**src/rtl/sensor_poll_scheduler.sv**
```systemverilog
// Round-robin scheduler that hands a shared sensor bus engine to one of four
// requesters, with a free-running 100 kHz tick driving a per-transaction timeout.
module sensor_poll_scheduler #(
    parameter int unsigned DIV           = 10,
    parameter int unsigned TIMEOUT_TICKS = 200
) (
    input  logic       CLK_1MHZ_IN,
    input  logic       RESET,
    input  logic [3:0] REQ,
    input  logic       BUS_DONE,
    output logic [3:0] GRANT,
    output logic       BUS_START,
    output logic [3:0] ACK,
    output logic [3:0] ERR,
    output logic       TICK_100KHZ,
    output logic       BUSY
);

    typedef enum logic [1:0] {
        S_IDLE,
        S_START,
        S_WAIT,
        S_RELEASE
    } state_t;

    state_t      state_q, state_d;
    logic [15:0] presc_q, presc_d;
    logic [7:0]  tcnt_q, tcnt_d;
    logic [3:0]  grant_q, grant_d;
    logic [1:0]  last_q, last_d;

    logic        tick;
    logic        done_ev;
    logic        tout_ev;
    logic        found;
    logic [1:0]  pick;
    logic [1:0]  idx;

    // Prescaler runs 1..DIV regardless of FSM state.
    assign tick    = (presc_q == 16'(DIV));
    assign presc_d = tick ? 16'd1 : presc_q + 16'd1;

    // Search upward from the requester after the last owner; i == 4 wraps to last_q itself.
    always_comb begin
        found = 1'b0;
        pick  = last_q;
        idx   = last_q;
        for (int i = 1; i <= 4; i++) begin
            idx = last_q + 2'(i);
            if (!found && REQ[idx]) begin
                found = 1'b1;
                pick  = idx;
            end
        end
    end

    // Completion beats a coincident timeout.
    assign done_ev = (state_q == S_WAIT) && BUS_DONE;
    assign tout_ev = (state_q == S_WAIT) && !BUS_DONE && tick &&
                     (({1'b0, tcnt_q} + 9'd1) == 9'(TIMEOUT_TICKS));

    always_comb begin
        state_d = state_q;
        tcnt_d  = tcnt_q;
        grant_d = grant_q;
        last_d  = last_q;
        case (state_q)
            S_IDLE: begin
                grant_d = 4'b0000;
                if (found) begin
                    grant_d = 4'b0001 << pick;
                    last_d  = pick;
                    state_d = S_START;
                end
            end
            S_START: begin
                tcnt_d  = 8'd0;
                state_d = S_WAIT;
            end
            S_WAIT: begin
                if (done_ev || tout_ev) begin
                    grant_d = 4'b0000;
                    state_d = S_RELEASE;
                end else if (tick) begin
                    tcnt_d = tcnt_q + 8'd1;
                end
            end
            S_RELEASE: begin
                grant_d = 4'b0000;
                state_d = S_IDLE;
            end
            default: begin
                grant_d = 4'b0000;
                state_d = S_IDLE;
            end
        endcase
    end

    always_ff @(posedge CLK_1MHZ_IN) begin
        if (RESET) begin
            state_q <= S_IDLE;
            presc_q <= 16'd1;
            tcnt_q  <= 8'd0;
            grant_q <= 4'b0000;
            last_q  <= 2'd3;
        end else begin
            state_q <= state_d;
            presc_q <= presc_d;
            tcnt_q  <= tcnt_d;
            grant_q <= grant_d;
            last_q  <= last_d;
        end
    end

    for (genvar gi = 0; gi < 4; gi++) begin : g_resp
        assign ACK[gi] = done_ev && (last_q == 2'(gi));
        assign ERR[gi] = tout_ev && (last_q == 2'(gi));
    end

    assign GRANT       = grant_q;
    assign BUS_START   = (state_q == S_START);
    assign TICK_100KHZ = tick;
    assign BUSY        = (state_q != S_IDLE);

endmodule

```
**config.mk**
```make
export PLATFORM = sky130hd
export DESIGN_NAME = sensor_poll_scheduler
export DESIGN_NICKNAME = d
export VERILOG_FILES = /design/src/rtl/sensor_poll_scheduler.sv
export SDC_FILE = /design/constraint.sdc
export NUM_CORES = 1
export LEC_CHECK = 0
export BUFFER_PORTS_ARGS = -buffer_cell sky130_fd_sc_hd__buf_2
export CAP_MARGIN = 5
export CORE_ASPECT_RATIO = 2
export CORE_MARGIN = 2
export CORE_UTILIZATION = 37
export CTS_BUF_LIST = sky130_fd_sc_hd__clkbuf_8 sky130_fd_sc_hd__clkbuf_16
export DETAILED_ROUTE_END_ITERATION = 8
export GPL_TIMING_DRIVEN = 0
export PLACE_DENSITY_LB_ADDON = 0.25
export SLEW_MARGIN = 20
export SYNTH_ARGS = -nofsm -noshare
export SYNTH_HDL_FRONTEND = slang
export SYNTH_SLANG_ARGS = --single-unit
```
**constraint.sdc**
```tcl
create_clock -name CLK_1MHZ_IN -period 6.84 [get_ports CLK_1MHZ_IN]
set_clock_uncertainty 0.15 [all_clocks]
set_input_delay 0.342 -clock CLK_1MHZ_IN [delete_from_list [all_inputs] [get_ports CLK_1MHZ_IN]]
set_output_delay 0.342 -clock CLK_1MHZ_IN [all_outputs]
set_load 0.02 [all_outputs]
```
==> impl_results.md, run 1 <==
- Cell row count: 38
- # DRC: 0
- Min Tclk post-route: 3105 ps
- Number of global-route vias before repair: 1,761
- CP Class: flop to flop
- Startpoint class of the critical path: flop
- DIE HEIGHT: 108.5 um
- Remaining global-route overflow: 0
- Setup TNS: 0 ps
- GRT Total Usage: between 15 and 20%
- Commonest cells after routing, fill and taps aside: dfxtp_1 (32), nor2_1 (27), buf_2 (22)
- GRT busiest layer: met2
- Leakage: 0.0009575 uW
- Most common cell after layout, fill and taps aside: dfxtp_1
- Syn Nets: ~260
- Yosys reg bits: 32
- Synth Flop Type: dfxtp_1
- Async set or reset register ratio after synthesis: 0%
- First-pass GRT wire length: 7.886 mm
- Met2 GRT Util: 26.97%
- # IOs: 22
- Hpwl dp: between 3 and 4 mm
- Max_slew headroom: about 60%
- Post-synth EDFFs: 0
- Pin count of the biggest net entering global routing: 11
- Final Hold Viols: 0
- Ant diodes: 0
- Hold crit path type: flop to flop
- CTS tree: yes
- CP Max Fanout: 10
- Layout cells sized above 1: between 10% and 20%
- Final setup violation count: 0
- Fin nets: 286
- Area grow syn2layout: 13.24%
- Required @ worst endpoint: 6860 ps
- H-Tree Depth: 2
- Clock slew at reported path FFs: approximately 70 ps
- CTS buffer count: 5
- Post-CTS Resized: 0
- Routed via count: 1,828
- Fmax: about 320 MHz
- Synthesized instance count: 241
- Max-cap violations: 0
- PortBufs: 20
- Drt total wl: around 4.5 mm
- GR Util met1: 19.47%
- RSZ-0062 raised after global routing: no
- Starting DRT DRC Count: 79
- Critical Path Sink Type: flop
- Worst vdd ir: approximately 240 uV
- Crit path DAT: around 3100 ps
- Via-to-Cell Ratio: about 5.6
- PD cells: 288.3 nW/um^2
- Hold Buf Count CTS: 0
- # fillers: 557
- CTS Sinks: 32
- Syn avg cell area: 8.390 um^2
- Setup repair bufs after CTS: 0
- Die area: 6108 um^2
- Non-Filler Instances: 329
- Max Buffers Root-to-Sink: 2
- Worst-Margin Slew: approximately 600 ps
- CTS root buf: clkbuf_8
- Die width: 56.27 um
- RePlAce Congestion: 0.8500
- Met3 Use GR: 3.469%
- Inst Count DP: 321
- Worst-Skew Late Latency: 290 ps
- Synth warn: 0
- Fin crit share: 45.39%
- Initial DRT Pass Iterations: 4
- Final ANT Viol Nets: 0
- Post-DR wirelength/cell: 13.77 um
- Sequential share of the synthesized area: 31.68%
- Status: completed
- Post-Syn Area: 2022 um^2
- Initial antenna violation count: 0
- Synth cell types: between 50 and 60
- Core footprint: 5325 um^2
- Initial Util: 37.97%
- Pins Over Slew Limit: 0
layer usage:
layer	wire length, um	vias to the layer above
li1	-	925
met1	2077	856
met2	2232	37
met3	155	10
met4	66	0
met5	0	-
metrics by stage:
| stage | hold WS, ps | setup WS [ps] | instance area, um^2 | utilization (%) | power, uW |
|---|---|---|---|---|---|
| after floorplan | 321.6 | 4118 | 2022 | - | 441.0 |
| after global placement | 303.7 | 3836 | 2197 | 41.26 | 503.9 |
| after detailed placement | 306.2 | 3752 | 2197 | 41.26 | 513.9 |
| after CTS | 322.5 | 3732 | 2290 | 43.00 | 664.9 |
| after global routing | 337.3 | 3421 | 2290 | 43.00 | 712.7 |
| final | 319.1 | 3735 | 2290 | 43.00 | 660.1 |
worst paths after layout:
check | from | end | slack (ps) | depth (start not counted)
setup / recovery | last_q[0]$_SDFFE_PP1P_ | last_q[0]$_SDFFE_PP1P_ | 3740 | 8
hold / removal | GRANT[0]$_SDFFE_PP0P_ | GRANT[0]$_SDFFE_PP0P_ | 320 | 1
setup reg to reg | last_q[0]$_SDFFE_PP1P_ | last_q[0]$_SDFFE_PP1P_ | 3740 | 8
hold reg to reg | GRANT[0]$_SDFFE_PP0P_ | GRANT[0]$_SDFFE_PP0P_ | 320 | 1
critical path: stages, from the launching register on:
cell and delay [ps]:
dfxtp_1 490, buf_2 290, inv_1 150, ha_1 300, buf_1 310, mux4_2 360, a21oi_1 380, nor3_1 100
or3b_2 450
where the power goes:
part | internal [uW] | total (uW) | switching (uW)
combinational | 108 | 279 | 171
clock | 80.2 | 151 | 70.9
sequential | 208 | 230 | 22.4
Yosys cell counts (4+ instances only):
cell      count  area share (%)
mux2i_1       6             3.0
a32o_1        4             2.0
ha_1         11             6.8
nand2_1      14             2.6
xnor2_1       6             2.6
nand3_1      12             3.0
clkbuf_1      7             1.3
a21oi_1       7             1.7
or3_1         4             1.2
dfxtp_1      32              32
and3_1        6             1.9
and2_1        6             1.9
nand2b_1      5             1.5
nor2_1       27             5.0
inv_1        10             1.9
o21ai_0       6             1.5
xor2_1        9             3.9
nor3_1        8             2.0
and4_1        4             1.7
a31oi_1       7             2.2
nand4_1       4             1.2
registers in the layout, indices dropped and copies added, names as in the netlist:
name	flops
presc_q	16
tcnt_q	8
GRANT	4
last_q	2
state_q	2
cell families (layout without fill, tap and decap cells):
| logic type | count (synthesis) | in the layout | share of synthesized area [%] |
|---|---|---|---|
| fa+ha+maj | 11 | 11 | 6.807 |
| simple gates | 110 | 110 | 29.64 |
| flops | 32 | 32 | 31.68 |
| buf+inv | 21 | 49 | 4.394 |
| compound gates | 42 | 42 | 14.67 |
| xor+xnor | 15 | 15 | 6.498 |
| mux | 10 | 10 | 6.312 |
cell type report:
class	instances	area, um^2	area share, %
clock inverter	2	10.01	0.4372
tap	60	75.07	3.279
multi-input combinational	188	1292	56.45
sequential	32	640.6	27.98
inverter	10	37.54	1.639
clock buffer	6	82.58	3.607
buffer	11	51.30	2.240
timing repair buffer	20	100.1	4.372
Power figures use the tool's default switching activity.
==> run 2: changes to the inputs <==
==> constraint.sdc (replaced) <==
create_clock -name CLK_1MHZ_IN -period 2.7 [get_ports CLK_1MHZ_IN]
set_clock_uncertainty 0.15 [all_clocks]
set_input_delay 0.135 -clock CLK_1MHZ_IN [delete_from_list [all_inputs] [get_ports CLK_1MHZ_IN]]
set_output_delay 0.135 -clock CLK_1MHZ_IN [all_outputs]
set_load 0.02 [all_outputs]
==> impl_results.md, run 2 (synthesized netlist as in run 1, its figures left out) <==
- Pin count of the biggest net entering global routing: 11
- Max Buffers Root-to-Sink: 2
- Final Power: 1844 uW
- DIE HEIGHT: 108.5 um
- Worst vdd ir: approximately 620 uV
- RSZ-0062 raised after global routing: no
- Commonest cells after routing, fill and taps aside: dfxtp_1 (31), nor2_1 (27), buf_2 (21)
- Fin crit share: between 90% and 100%
- Die width: 56.27 um
- Cell row count: 38
- Final ANT Viol Nets: 0
- Remaining global-route overflow: 0
- Final setup violation count: 0
- CP bufs+invs: 3
- Startpoint class of the critical path: flop
- Layout cells sized above 1: between 10% and 20%
- Met3 Use GR: 2.990%
- # DRC: 0
- Register with the highest flop count: presc_q
- CP peak stage delay: a little over 400 ps
- GR Util met1: 20.04%
- CTS root buf: clkbuf_8
- Status: completed
- CTS Sinks: 32
- Worst-Margin Slew: between 500 and 600 ps
- Post-DR wirelength/cell: 14.03 um
- PD cells: around 780 nW/um^2
- Area grow syn2layout: 16.21%
- CTS buffer count: 5
- Die area: around 6100 um^2
- Hold Buf Count CTS: 0
- Initial Util: approximately 38%
- PortBufs: 20
- Max-cap violations: 0
- Max_slew headroom: 61.53%
- Hpwl dp: 3.430 mm
- GRT Total Usage: 15.46%
- CP Class: flop to flop
- Initial DRT Pass Iterations: 4
- CP Cell Sequence: clkbuf_4 -> inv_1 -> ha_4 -> mux4_2 -> o22ai_1 -> a22o_1 -> inv_1 -> a32o_1
- Max FFs per register: 16
- Worst-Skew Late Latency: between 200 and 300 ps
- Most common cell on crit path: inv_1
- First-pass GRT wire length: 7.810 mm
- Number of global-route vias before repair: 1,694
- Initial antenna violation count: 0
- Starting DRT DRC Count: between 70 and 80
- Pins Over Slew Limit: 0
- CP max stage cell: dfxtp_2
- Fin Hold WS: 167.4 ps
- Hold crit path type: input pin to flop
- GRT busiest layer: met2
- # fillers: 530
- Final Hold Viols: 0
- Core footprint: between 5000 and 6000 um^2
- Leakage: 0.0009714 uW
- Drt total wl: approximately 4.6 mm
- Met2 GRT Util: 25.55%
- Fin nets: 285
- Required @ worst endpoint: 2730 ps
- Via-to-Cell Ratio: 5.619
- Fmax: 400.1 MHz
- Most common cell after layout, fill and taps aside: dfxtp_1
- Critical Path Sink Type: flop
- H-Tree Depth: 2
- Min Tclk post-route: 2500 ps
- Crit path DAT: 2530 ps
- Ant diodes: 0
- Clock slew at reported path FFs: around 70 ps
- RePlAce Congestion: roughly 0.84
- # IOs: 22
- CTS tree: yes
- CP Max Fanout: 10
- Routed via count: 1,843
- Family with the most delay on the worst path: compound AO/OA/AOI/OAI gates
==> run 2: changes by cell type in the layout (fill, tap and decap cells not counted), sizes merged <==
cell,before,now
bufinv,0,1
clkbuf,13,15
clkinv,2,0
buf,24,22
==> run 2: routing by layer <==
layer  part of all wire [%]  up-vias  wire length [um]
li1                       -      925                 -
met1                     47      876              2177
met2                     48       35              2211
met3                    3.0        7               137
met4                    1.6        0                74
met5                      0        -                 0
==> run 2: cell type report <==
type	instances	area (um^2)	area share, %
clock buffers	7	96.34	4.100
well taps	60	75.07	3.195
multi-input cells	188	1319	56.12
plain buffers	10	50.05	2.130
repair buffers	20	100.1	4.260
flip-flops and latches	32	641.9	27.32
inverters	10	37.54	1.597
clock inverters	1	30.03	1.278
==> run 2: worst reg2reg max path, cell delays in order, from the launching register on <==
cell,delay (ps)
dfxtp_2,410
clkbuf_4,240
inv_1,140
ha_4,350
mux4_2,350
o22ai_1,220
a22o_1,220
inv_1,70
a32o_1,240
==> run 2: path summary, 6_finish.rpt <==
| check | startpoint | to | slack [ps] | cells after the start |
|---|---|---|---|---|
| hold / removal | BUS_DONE | tcnt_q[3]$_SDFFE_PP0P_ | 170 | 4 |
| setup / recovery | last_q[0]$_SDFFE_PP1P_ | GRANT[3]$_SDFFE_PP0P_ | 200 | 8 |
| setup reg to reg | last_q[0]$_SDFFE_PP1P_ | GRANT[3]$_SDFFE_PP0P_ | 200 | 8 |
| hold reg to reg | GRANT[3]$_SDFFE_PP0P_ | GRANT[3]$_SDFFE_PP0P_ | 320 | 1 |
==> run 2: power breakdown <==
part,internal (uW),switching (uW)
Combinational,303,449
Sequential,528,56.7
Clock,325,181
Total,1160,687
==> run 2: what timing repair did <==
item,CTS,global route
resized for setup,1,5
endpoints found under the setup margin,6,8
setup buffers,0,0
endpoints found under the hold margin,0,0
==> run 2: through the flow <==
stage / instance area [um^2] / util, % / cells / TNS [ps] / setup slack [ps]
floorplan: 2026 / - / 241 / 0 / 55.87
global placement: 2201 / 41.33 / 321 / -777.5 / -197.5
detailed placement: 2201 / 41.33 / 321 / -982.1 / -223.1
CTS: 2325 / 43.66 / 328 / 0 / 20.14
global route: 2350 / 44.13 / 328 / 0 / 13.60
finish: 2350 / 44.13 / 328 / 0 / 200.5
